<file path="config.mk">
export PLATFORM = sky130hd
export DESIGN_NAME = biu_arb
export DESIGN_NICKNAME = d
export VERILOG_FILES = /design/src/rtl/biu_arb_pkg.sv /design/src/rtl/biu_arb_pick.sv /design/src/rtl/biu_arb.sv
export SDC_FILE = /design/constraint.sdc
export NUM_CORES = 1
export LEC_CHECK = 0
export BUFFER_PORTS_ARGS = -buffer_cell sky130_fd_sc_hd__buf_2
export CAP_MARGIN = 20
export CORE_AREA = 2 2 188 190
export CTS_CLUSTER_DIAMETER = 30
export DETAILED_ROUTE_END_ITERATION = 8
export DIE_AREA = 0 0 190 192
export PLACE_DENSITY = 0.45
export SYNTH_ARGS = -nofsm -noshare
export SYNTH_HDL_FRONTEND = slang
export SYNTH_SLANG_ARGS = --single-unit
</file>
<file path="constraint.sdc">
create_clock -name clk -period 2.3 [get_ports clk]
set_input_delay 0.115 -clock clk [delete_from_list [all_inputs] [get_ports clk]]
set_output_delay 0.115 -clock clk [all_outputs]
set_load 0.02 [all_outputs]
</file>
<file path="src/rtl/biu_arb_pkg.sv">
// Shared definitions for the bus-interface arbiter: FSM state encoding,
// fault-bit positions and the latched bus command record.
package biu_arb_pkg;

    typedef enum logic [1:0] {
        ST_IDLE     = 2'd0,
        ST_IF_BUSY  = 2'd1,
        ST_MEM_BUSY = 2'd2,
        ST_IF_DROP  = 2'd3
    } arb_state_e;

    // Bit positions inside the {page_fault, acc_fault} pair
    localparam int unsigned FAULT_ACC_BIT  = 0;
    localparam int unsigned FAULT_PAGE_BIT = 1;

    // Everything presented on the bus for one transaction
    typedef struct packed {
        logic        wr;
        logic [63:0] addr;
        logic [63:0] wdata;
        logic [3:0]  size;
        logic [3:0]  priv;
    } bus_cmd_t;

    // A fetch is always a read with no data and a zero size code
    function automatic bus_cmd_t if_cmd(input logic [63:0] addr, input logic [3:0] priv);
        bus_cmd_t cmd;
        cmd.wr    = 1'b0;
        cmd.addr  = addr;
        cmd.wdata = 64'd0;
        cmd.size  = 4'd0;
        cmd.priv  = priv;
        return cmd;
    endfunction

endpackage

</file>
<file path="src/rtl/biu_arb_pick.sv">
// Arbitration priority: MEM normally wins, IF wins when it has been starved
// for the maximum number of MEM grants. A fetch that is being flushed in the
// same cycle is never granted.
module biu_arb_pick (
    input  logic idle,
    input  logic if_rd,
    input  logic pip_flush,
    input  logic mem_req,
    input  logic starve_full,
    output logic grant_if,
    output logic grant_mem
);

    logic if_ok_s;

    // Decide which requester (if any) receives the bus this cycle
    always_comb begin
        grant_if  = 1'b0;
        grant_mem = 1'b0;
        if_ok_s   = if_rd & ~pip_flush;
        if (idle) begin
            if (if_ok_s && (!mem_req || starve_full)) begin
                grant_if = 1'b1;
            end else if (mem_req) begin
                grant_mem = 1'b1;
            end else begin
                grant_if  = 1'b0;
                grant_mem = 1'b0;
            end
        end else begin
            grant_if  = 1'b0;
            grant_mem = 1'b0;
        end
    end

endmodule

</file>
<file path="src/rtl/biu_arb.sv">
// Two-master (instruction fetch / data memory) arbiter in front of a single
// L1/BIU port. One outstanding bus transaction at a time; the request is
// registered at grant and held until the bus returns bus_ready.
module biu_arb
    import biu_arb_pkg::*;
#(
    parameter int unsigned STARVE_MAX = 4
) (
    input  logic        clk,
    input  logic        rst,
    input  logic        pip_flush,
    input  logic        if_rd,
    input  logic [63:0] if_addr,
    input  logic [3:0]  if_priv,
    output logic        if_ready,
    input  logic        mem_req,
    input  logic        mem_wr,
    input  logic [63:0] mem_addr,
    input  logic [63:0] mem_wdata,
    input  logic [3:0]  mem_size,
    input  logic [3:0]  mem_priv,
    output logic        mem_ready,
    output logic [63:0] rsp_data,
    output logic [1:0]  rsp_fault,
    output logic        bus_req,
    output logic        bus_wr,
    output logic [63:0] bus_addr,
    output logic [63:0] bus_wdata,
    output logic [3:0]  bus_size,
    output logic [3:0]  bus_priv,
    input  logic [63:0] bus_rdata,
    input  logic        bus_ready,
    input  logic [1:0]  bus_fault
);

    localparam int CW = (STARVE_MAX < 1) ? 1 : $clog2(STARVE_MAX + 1);
    localparam logic [CW-1:0] STARVE_LIM = CW'(STARVE_MAX);

    arb_state_e    state_q, state_d;
    logic [CW-1:0] starve_q, starve_d;
    bus_cmd_t      cmd_q, cmd_d;
    logic          bus_req_q, bus_req_d;
    logic          if_ready_s, mem_ready_s;
    logic          grant_if_s, grant_mem_s;

    biu_arb_pick u_pick (
        .idle        (state_q == ST_IDLE),
        .if_rd       (if_rd),
        .pip_flush   (pip_flush),
        .mem_req     (mem_req),
        .starve_full (starve_q == STARVE_LIM),
        .grant_if    (grant_if_s),
        .grant_mem   (grant_mem_s)
    );

    // Next-state, command latch, starvation counter and completion pulses
    always_comb begin
        state_d     = state_q;
        starve_d    = starve_q;
        cmd_d       = cmd_q;
        bus_req_d   = bus_req_q;
        if_ready_s  = 1'b0;
        mem_ready_s = 1'b0;
        case (state_q)
            ST_IDLE: begin
                // bus_ready arriving here belongs to nobody and is ignored
                if (grant_if_s) begin
                    state_d   = ST_IF_BUSY;
                    cmd_d     = if_cmd(if_addr, if_priv);
                    bus_req_d = 1'b1;
                    starve_d  = {CW{1'b0}};
                end else if (grant_mem_s) begin
                    state_d     = ST_MEM_BUSY;
                    cmd_d.wr    = mem_wr;
                    cmd_d.addr  = mem_addr;
                    cmd_d.wdata = mem_wdata;
                    cmd_d.size  = mem_size;
                    cmd_d.priv  = mem_priv;
                    bus_req_d   = 1'b1;
                    if (!if_rd) begin
                        starve_d = {CW{1'b0}};
                    end else if (starve_q != STARVE_LIM) begin
                        starve_d = starve_q + CW'(1);
                    end else begin
                        starve_d = starve_q;
                    end
                end else if (!if_rd) begin
                    starve_d = {CW{1'b0}};
                end else begin
                    starve_d = starve_q;
                end
            end
            ST_IF_BUSY: begin
                if (bus_ready) begin
                    // A flush landing with the data still kills the response
                    state_d    = ST_IDLE;
                    bus_req_d  = 1'b0;
                    if_ready_s = ~pip_flush;
                end else if (pip_flush) begin
                    state_d = ST_IF_DROP;
                end else begin
                    state_d = state_q;
                end
            end
            ST_MEM_BUSY: begin
                if (bus_ready) begin
                    state_d     = ST_IDLE;
                    bus_req_d   = 1'b0;
                    mem_ready_s = 1'b1;
                end else begin
                    state_d = state_q;
                end
            end
            ST_IF_DROP: begin
                // Drain the abandoned fetch silently
                if (bus_ready) begin
                    state_d   = ST_IDLE;
                    bus_req_d = 1'b0;
                end else begin
                    state_d = state_q;
                end
            end
            default: begin
                state_d   = ST_IDLE;
                bus_req_d = 1'b0;
            end
        endcase
    end

    // State and bus command registers with synchronous reset
    always_ff @(posedge clk) begin
        if (rst) begin
            state_q   <= ST_IDLE;
            starve_q  <= {CW{1'b0}};
            cmd_q     <= '0;
            bus_req_q <= 1'b0;
        end else begin
            state_q   <= state_d;
            starve_q  <= starve_d;
            cmd_q     <= cmd_d;
            bus_req_q <= bus_req_d;
        end
    end

    // Completion pulses are qualified so that reset never lets one escape
    assign if_ready  = if_ready_s & ~rst;
    assign mem_ready = mem_ready_s & ~rst;

    assign rsp_data  = bus_rdata;
    assign rsp_fault = {bus_fault[FAULT_PAGE_BIT], bus_fault[FAULT_ACC_BIT]};

    assign bus_req   = bus_req_q;
    assign bus_wr    = cmd_q.wr;
    assign bus_addr  = cmd_q.addr;
    assign bus_wdata = cmd_q.wdata;
    assign bus_size  = cmd_q.size;
    assign bus_priv  = cmd_q.priv;

endmodule

</file>
# --- Word-level counts from Yosys, hierarchy flattened ---
# Index checks and enable logic that the tools add are counted.
classes:
  n_mux: 26
  n_reduce_logical: 11
  n_eq_ne: 11
  n_addsub: 1
  bitwise: 5
op_table:
  columns: ["cell", "count"]
  rows:
  - ["$mux W137", 2]
  - ["$mux W3", 5]
  - ["$mux W1", 12]
  - ["$mux W2", 5]
  - ["$ne A3 B3 Y1 const B", 3]
  - ["$ne A3 B1 Y1 const B", 2]
  - ["$pmux W2 S3", 1]
  - ["$reduce_and A3 Y1", 2]
  - ["$eq A2 B2 Y1 const B", 2]
  - ["$ne A2 B1 Y1 const B", 2]
  - ["$reduce_and A2 Y1", 2]
  - ["$add A3 B1 Y3 const B", 1]
  - ["$and A1 B1 Y1", 3]
  - ["$eq A3 B3 Y1 const B", 1]
  - ["$reduce_or A3 Y1", 1]
  - ["$eq A2 B1 Y1 const B", 1]
  - ["$logic_not A2 Y1", 1]
  - ["$not A1 Y1", 2]
  - ["$pmux W1 S2", 1]
  - ["$reduce_bool A2 Y1", 1]
  - ["$reduce_or A2 Y1", 1]
  - ["$logic_and A1 B1 Y1", 1]
  - ["$logic_not A1 Y1", 1]
  - ["$logic_or A1 B1 Y1", 1]
word_totals:
  in_bits: 277
  ff_bits: 143

# --- Depth between registers and ports, before layout ---
depth:
  depth_word: 8
  ltp_mapped: 8

# --- Modules after synthesis ---
# From an unflattened synthesis, not the netlist that was laid out.
unflattened:
  hier_cells: 576
  hier_area_um2: 6115.9
by_module_without_submodules:
  columns: ["mod", "cells_each", "area_each_um2", "n_inst"]
  rows:
  - ["biu_arb", 571, 6085.8, 1]
  - ["biu_arb_pick", 5, 30.0, 1]

# --- Worst setup path before layout ---
# No wires, ideal clock.
synth_timing:
  path_kind: "flip-flop to flip-flop"
  start: "reg starve_q[0]"
  end: "reg cmd_q, in the netlist bus_addr[24]"
  n_path_buf: 2
  required_ps: 2222
  setup_ps: 78
  arrival_time_ps: 1760
  setup_slack_ps: 462
  stages_incl_launch_ff: 9
  path_cell_list: "dfxtp_1 -> inv_1 -> ha_1 -> a21bo_2 -> nand3_1 -> clkbuf_1 -> clkbuf_1 -> nor2_1 -> nor3_1"
synth_via:
  elab_chain_len: 7
  word_cells_on_any_way: 10
  cone_classes: "eq/ne: 1; mux: 5; reduce/logical: 4"
synth_lines:
  columns: ["element", "line_no", "text"]
  rows:
  - ["start, declared", "biu_arb.sv:40", "logic [CW-1:0] starve_q, starve_d;"]
  - ["start signal, assigned", "biu_arb.sv:134", "starve_q <= {CW{1'b0}};"]
  - ["start signal, assigned", "biu_arb.sv:139", "starve_q <= starve_d;"]
  - ["$eq A3 B3 Y1 *", "biu_arb.sv:51", ".starve_full (starve_q == STARVE_LIM),"]
  - ["$logic_or A1 B1 Y1 *", "biu_arb_pick.sv:22", "if (if_ok_s && (!mem_req || starve_full)) begin"]
  - ["$logic_and A1 B1 Y1 *", "biu_arb_pick.sv:22", null]
  - ["$mux W1", "biu_arb_pick.sv:22", null]
  - ["$mux W1", "biu_arb_pick.sv:21", "if (idle) begin"]
  - ["$reduce_bool A2 Y1 (no source line)", null, null]
  - ["$reduce_and A2 Y1 (no source line)", null, null]
  - ["end signal, assigned", "biu_arb.sv:140", "cmd_q <= cmd_d;"]
  - ["end, declared", "biu_arb.sv:41", "bus_cmd_t cmd_q, cmd_d;"]
# Mark *: on every way between the ends. The rest lies on a longest branch, timed or not.
# A chain may end at the register's enable or synchronous reset.

# --- Worst setup path after layout ---
layout_timing:
  start: "reg state_q[1]"
  end: "reg cmd_q, in the netlist bus_addr[59]"
layout_via:
  elab_chain_len: 4
  word_cells_on_any_way: 6
  cone_classes: "mux: 3; reduce/logical: 3"
layout_lines:
  columns: ["element", "line_no", "text"]
  rows:
  - ["start, declared", "biu_arb.sv:39", "arb_state_e state_q, state_d;"]
  - ["start signal, assigned", "biu_arb.sv:138", "state_q <= state_d;"]
  - ["$logic_not A2 Y1 *", "biu_arb.sv:47, biu_arb.sv:64", null]
  - ["$mux W1", "biu_arb_pick.sv:21", null]
  - ["$reduce_bool A2 Y1 (no source line)", null, null]
  - ["$reduce_and A2 Y1 (no source line)", null, null]
# Marks and branches as above.

==> results.md <==
- The run finished with clean final reports.
- The normalized max-slew margin is 55.5%.
- The length in cells of the worst reg-to-reg path is 5.
- In this run, synthesis produced a sequential element count of 143.
- The final hold violation count is 0.
- The final clock period utilization by the worst path is 97.8%.
- The number of buffer cells added on primary ports is 350.
- The slew of the pin with the lowest slew margin is 0.668 ns.
- The required time at the worst-slack endpoint is 2.61 ns.
- The worst register-to-register path has a setup slack of 0.05 ns.
- The synthesized area per cell is 8.33 um^2.
- The post-detailed-route wirelength per cell is 14.7 um.
- The routed design has 23.9 mm of wire.
- The layout overhead on the synthesized area is 79.8%.
- The count of nets after finishing is 1438.
- The power density relative to cell area is 791 mW/mm^2.
- The area of the mapped netlist is 0.00578 mm^2.
- The endpoint identified for the worst register-to-register timing path is bus_addr[59]$_SDFFE_PP0P_.
- The worst register-to-register path begins at state_q[1]$_SDFFE_PP0P_.
- The initial antenna violation count is 2.
- The share of the core filled with cells in the final layout is 30.3%.
- The gate count after technology mapping is 694.
- The leading area contributor after synthesis is dfxtp_1.
- In this run the clock root is driven by a clkbuf_16.
- Buffers inserted during clock tree synthesis total 17.
- The total number of clock tree sinks is 143.
- The startpoint identified for the worst hold timing path is mem_addr[13].
- Across the routed clock network, the largest skew measured is 0.00794 ns.
- Ranked by total cell area, the synthesized netlist is headed by dfxtp_1 50%, buf_4 8.6%, nor2_1 7.5%.
- The first-pass iteration count of the detailed router is 4.
- The Yosys step of the flow raised 0 warnings.
- 483 I/O pins were placed.
- The detailed-route DRC error count is 0.
- The detailed router put a total of 9.50 mm of wire on met1.
- The sum of negative setup slack is 0 ns.
- The fraction of post-synthesis cell area in the top cell type by area is 49.5%.
- The number of slew-limit violations in the final report is 0.
- The first routing iteration left 261 violations.
- Dividing the detail-routed via count by the number of cells gives 4.11.
- The worst hold slack after final layout is 0.0214 ns.
- For this run the aggregate overflow at the end of global routing stands at 0.
- The core box area is 0.0343 mm^2.
- The number of nets in the synthesized netlist is 973.
- Counting along the longest clock path gives a buffer depth of 2.
- The fraction of final layout cells sized beyond drive strength 1 is 34.8%.
- VDD sags by at most 0.537 mV.
- Entering global routing, the biggest net connects 54 pins.
- The post-CTS clock slew at the launch and capture registers of the worst setup and hold paths is 0.06 ns.
- The setup-violating endpoint count in the final report is 0.
- In this run the vertical extent of the chip is 192 um.
- Detailed routing placed a total of 1.70 mm of wire on met3.
- For this configuration, the core starts out at a cell density of 16.9%.
- Global routing consumed, over all layers together, 12.7% of the routing resources.
- Timing would allow up to 0.445 GHz.
- Setup repair after global routing left no endpoint under its margin.
- The shortest period the worst path allows is 2.25 ns.
- The cell leakage power is 4.76 nW.
- The via count of the first global-routing pass came to 6717.
- The maximum fanout along the worst path is 14.
- After layout, the design draws a total of 8.23 mW.
- The HPWL after detailed placement is 15.7 mm.
- Once placement completed, the tool counted placed cells totaling 1390.
- The end of the worst hold path is bus_addr[13]$_SDFFE_PP0P_.
- The worst min-delay path category is in -> reg.
- For the worst setup path, the data arrival time is 2.56 ns.
- Routed signal wires occupy layers up through met5.
- The critical setup path kind is reg -> reg.
- After filler insertion, the fill cell instance count of the layout stands at 3659.
- Counting instances, the worst hold path has a depth of 3.
- The count of H-tree levels built during CTS is 4.
- The worst setup path is captured at a flip-flop.
- The TritonCTS clock tree is yes.
- The first global-routing pass estimated 35.7 mm of wire.
- The total via count in the routed design is 6675.
- For this run, the number of standard cells in the final layout without fillers is 1626.
- Sequential cells were found to cover 49.5% of the synthesized design area.
- The length of routed met2 wiring is 11.7 mm.
- The floorplan step defined a die boundary enclosing 0.0365 mm^2.
- The number of distinct library cells after synthesis is 33.
- The row count is 68.
- The clock insertion delay at the later pin of the skew report is 0.43 ns.
- The tool flagged a number of max-cap violations equal to 0.
- The number of antenna-violating nets in the routed design is 0.
- The worst setup path is launched from a flip-flop.
- The die extent in x is 190 um.
- The congestion estimate from routability-driven global placement came to 0.750.
what timing repair did:
item                                    4_1_cts  5_1_grt
hold buffers                                201        0
setup buffers                                 0        4
endpoints found under the setup margin        0       16
hold endpoints to repair                    139        0
gates resized for setup                       0        2
cell type report:
class	count	area [um^2]	area share, %
clock buffers	20	467	4.49
flip-flops and latches	143	2860	27.5
diodes	1	2.50	0.0241
repair buffers	570	4040	38.8
multi-input cells	424	2210	21.3
well taps	455	569	5.48
inverters	3	11.3	0.108
clock inverters	10	233	2.24
through the flow:
step	instance area [um^2]	setup WS, ns
detailed placement	7630	0.381
floorplan	5780	0.462
global route	10400	0.00665
CTS	10300	0.0134
global placement	7630	0.389
finish	10400	0.0503
cell usage in the layout (no fill, tap or decap), drive strengths merged:
| cell | synthesis | final |
|---|---|---|
| buf | 79 | 369 |
| dlygate4sd3 | 0 | 201 |
| dfxtp | 143 | 143 |
| nor2 | 115 | 115 |
| nand2 | 87 | 87 |
| nor3 | 54 | 54 |
| o22ai | 52 | 52 |
| a22oi | 45 | 45 |
| a21oi | 31 | 31 |
| clkbuf | 45 | 20 |
| a311oi | 16 | 16 |
| bufinv | 0 | 7 |
| inv | 3 | 3 |
| nor2b | 3 | 3 |
| clkinv | 0 | 3 |
| nand2b | 2 | 2 |
| nor4 | 2 | 2 |
| ha | 2 | 2 |
| o21ai | 2 | 2 |
| diode | 0 | 1 |
| nor4b | 1 | 1 |
| a21bo | 1 | 1 |
| nand3 | 1 | 1 |
| and2 | 1 | 1 |
| or3b | 1 | 1 |
| a31oi | 1 | 1 |
| a31o | 1 | 1 |
| o21a | 1 | 1 |
| a311o | 1 | 1 |
| or3 | 1 | 1 |
| nand4 | 1 | 1 |
| nor3b | 1 | 1 |
| o211ai | 1 | 1 |
registers in the layout, indices dropped and copies added (netlist names):
register,flops
bus_wdata,64
bus_req,1
bus_priv,4
starve_q,3
bus_wr,1
state_q,2
bus_addr,64
bus_size,4
per-layer routing:
layer	track usage, %	vias to the layer above
li1	-	3270
met1	13.4	3102
met2	22.1	230
met3	4.46	71
met4	7.45	2
met5	0	-
worst max-delay path by stage:
stage / to / startpoint / cells after the start / slack (ns)
after global routing: bus_addr[54]$_SDFFE_PP0P_ / state_q[1]$_SDFFE_PP0P_ / 5 / 0.007
final: bus_addr[59]$_SDFFE_PP0P_ / state_q[1]$_SDFFE_PP0P_ / 5 / 0.05
after CTS: bus_addr[57]$_SDFFE_PP0P_ / starve_q[0]$_SDFFE_PP0P_ / 8 / 0.01
after floorplan: bus_addr[24]$_SDFFE_PP0P_ / starve_q[0]$_SDFFE_PP0P_ / 8 / 0.46
after global placement: starve_q[1]$_SDFFE_PP0P_ / starve_q[0]$_SDFFE_PP0P_ / 6 / 0.39
after detailed placement: starve_q[1]$_SDFFE_PP0P_ / starve_q[0]$_SDFFE_PP0P_ / 6 / 0.38
synthesized netlist by cell type, drive strengths merged:
master and instances:
nor4 2, a21oi 31, dfxtp 143, nor2b 3, o22ai 52, o21a 1
inv 3, nand2b 2, o21ai 2, a21bo 1, nor4b 1, a311o 1
clkbuf 45, a22oi 45, a31oi 1, nor2 115, nor3 54, a311oi 16
o211ai 1, a31o 1, nand2 87, ha 2, nand3 1, or3b 1
buf 79, nand4 1, and2 1, or3 1, nor3b 1
logic make-up (layout without fill, tap and decap cells):
logic type / after synthesis / after routing / share of synthesized area [%]
flops: 143 / 143 / 49.5
other cells: 0 / 1 / 0
fa+ha+maj: 2 / 2 / 0.433
simple gates: 270 / 270 / 19.4
buf+inv: 127 / 603 / 12.8
compound gates: 152 / 152 / 17.9
worst max-delay path, cell delays in order, from the launching register on:
cell and delay [ns]:
dfxtp_1 0.37, or3b_2 0.57, a31o_4 0.32, o22ai_1 0.20
nor3_1 0.07, dlygate4sd3_1 0.59
power breakdown:
group          internal (mW)  total [mW]  switching, mW
clock                   2.22        3.33           1.11
sequential              2.75        2.89          0.142
combinational          0.898        2.01           1.11
total                   5.87        8.23           2.36
Power figures use the tool's default switching activity.
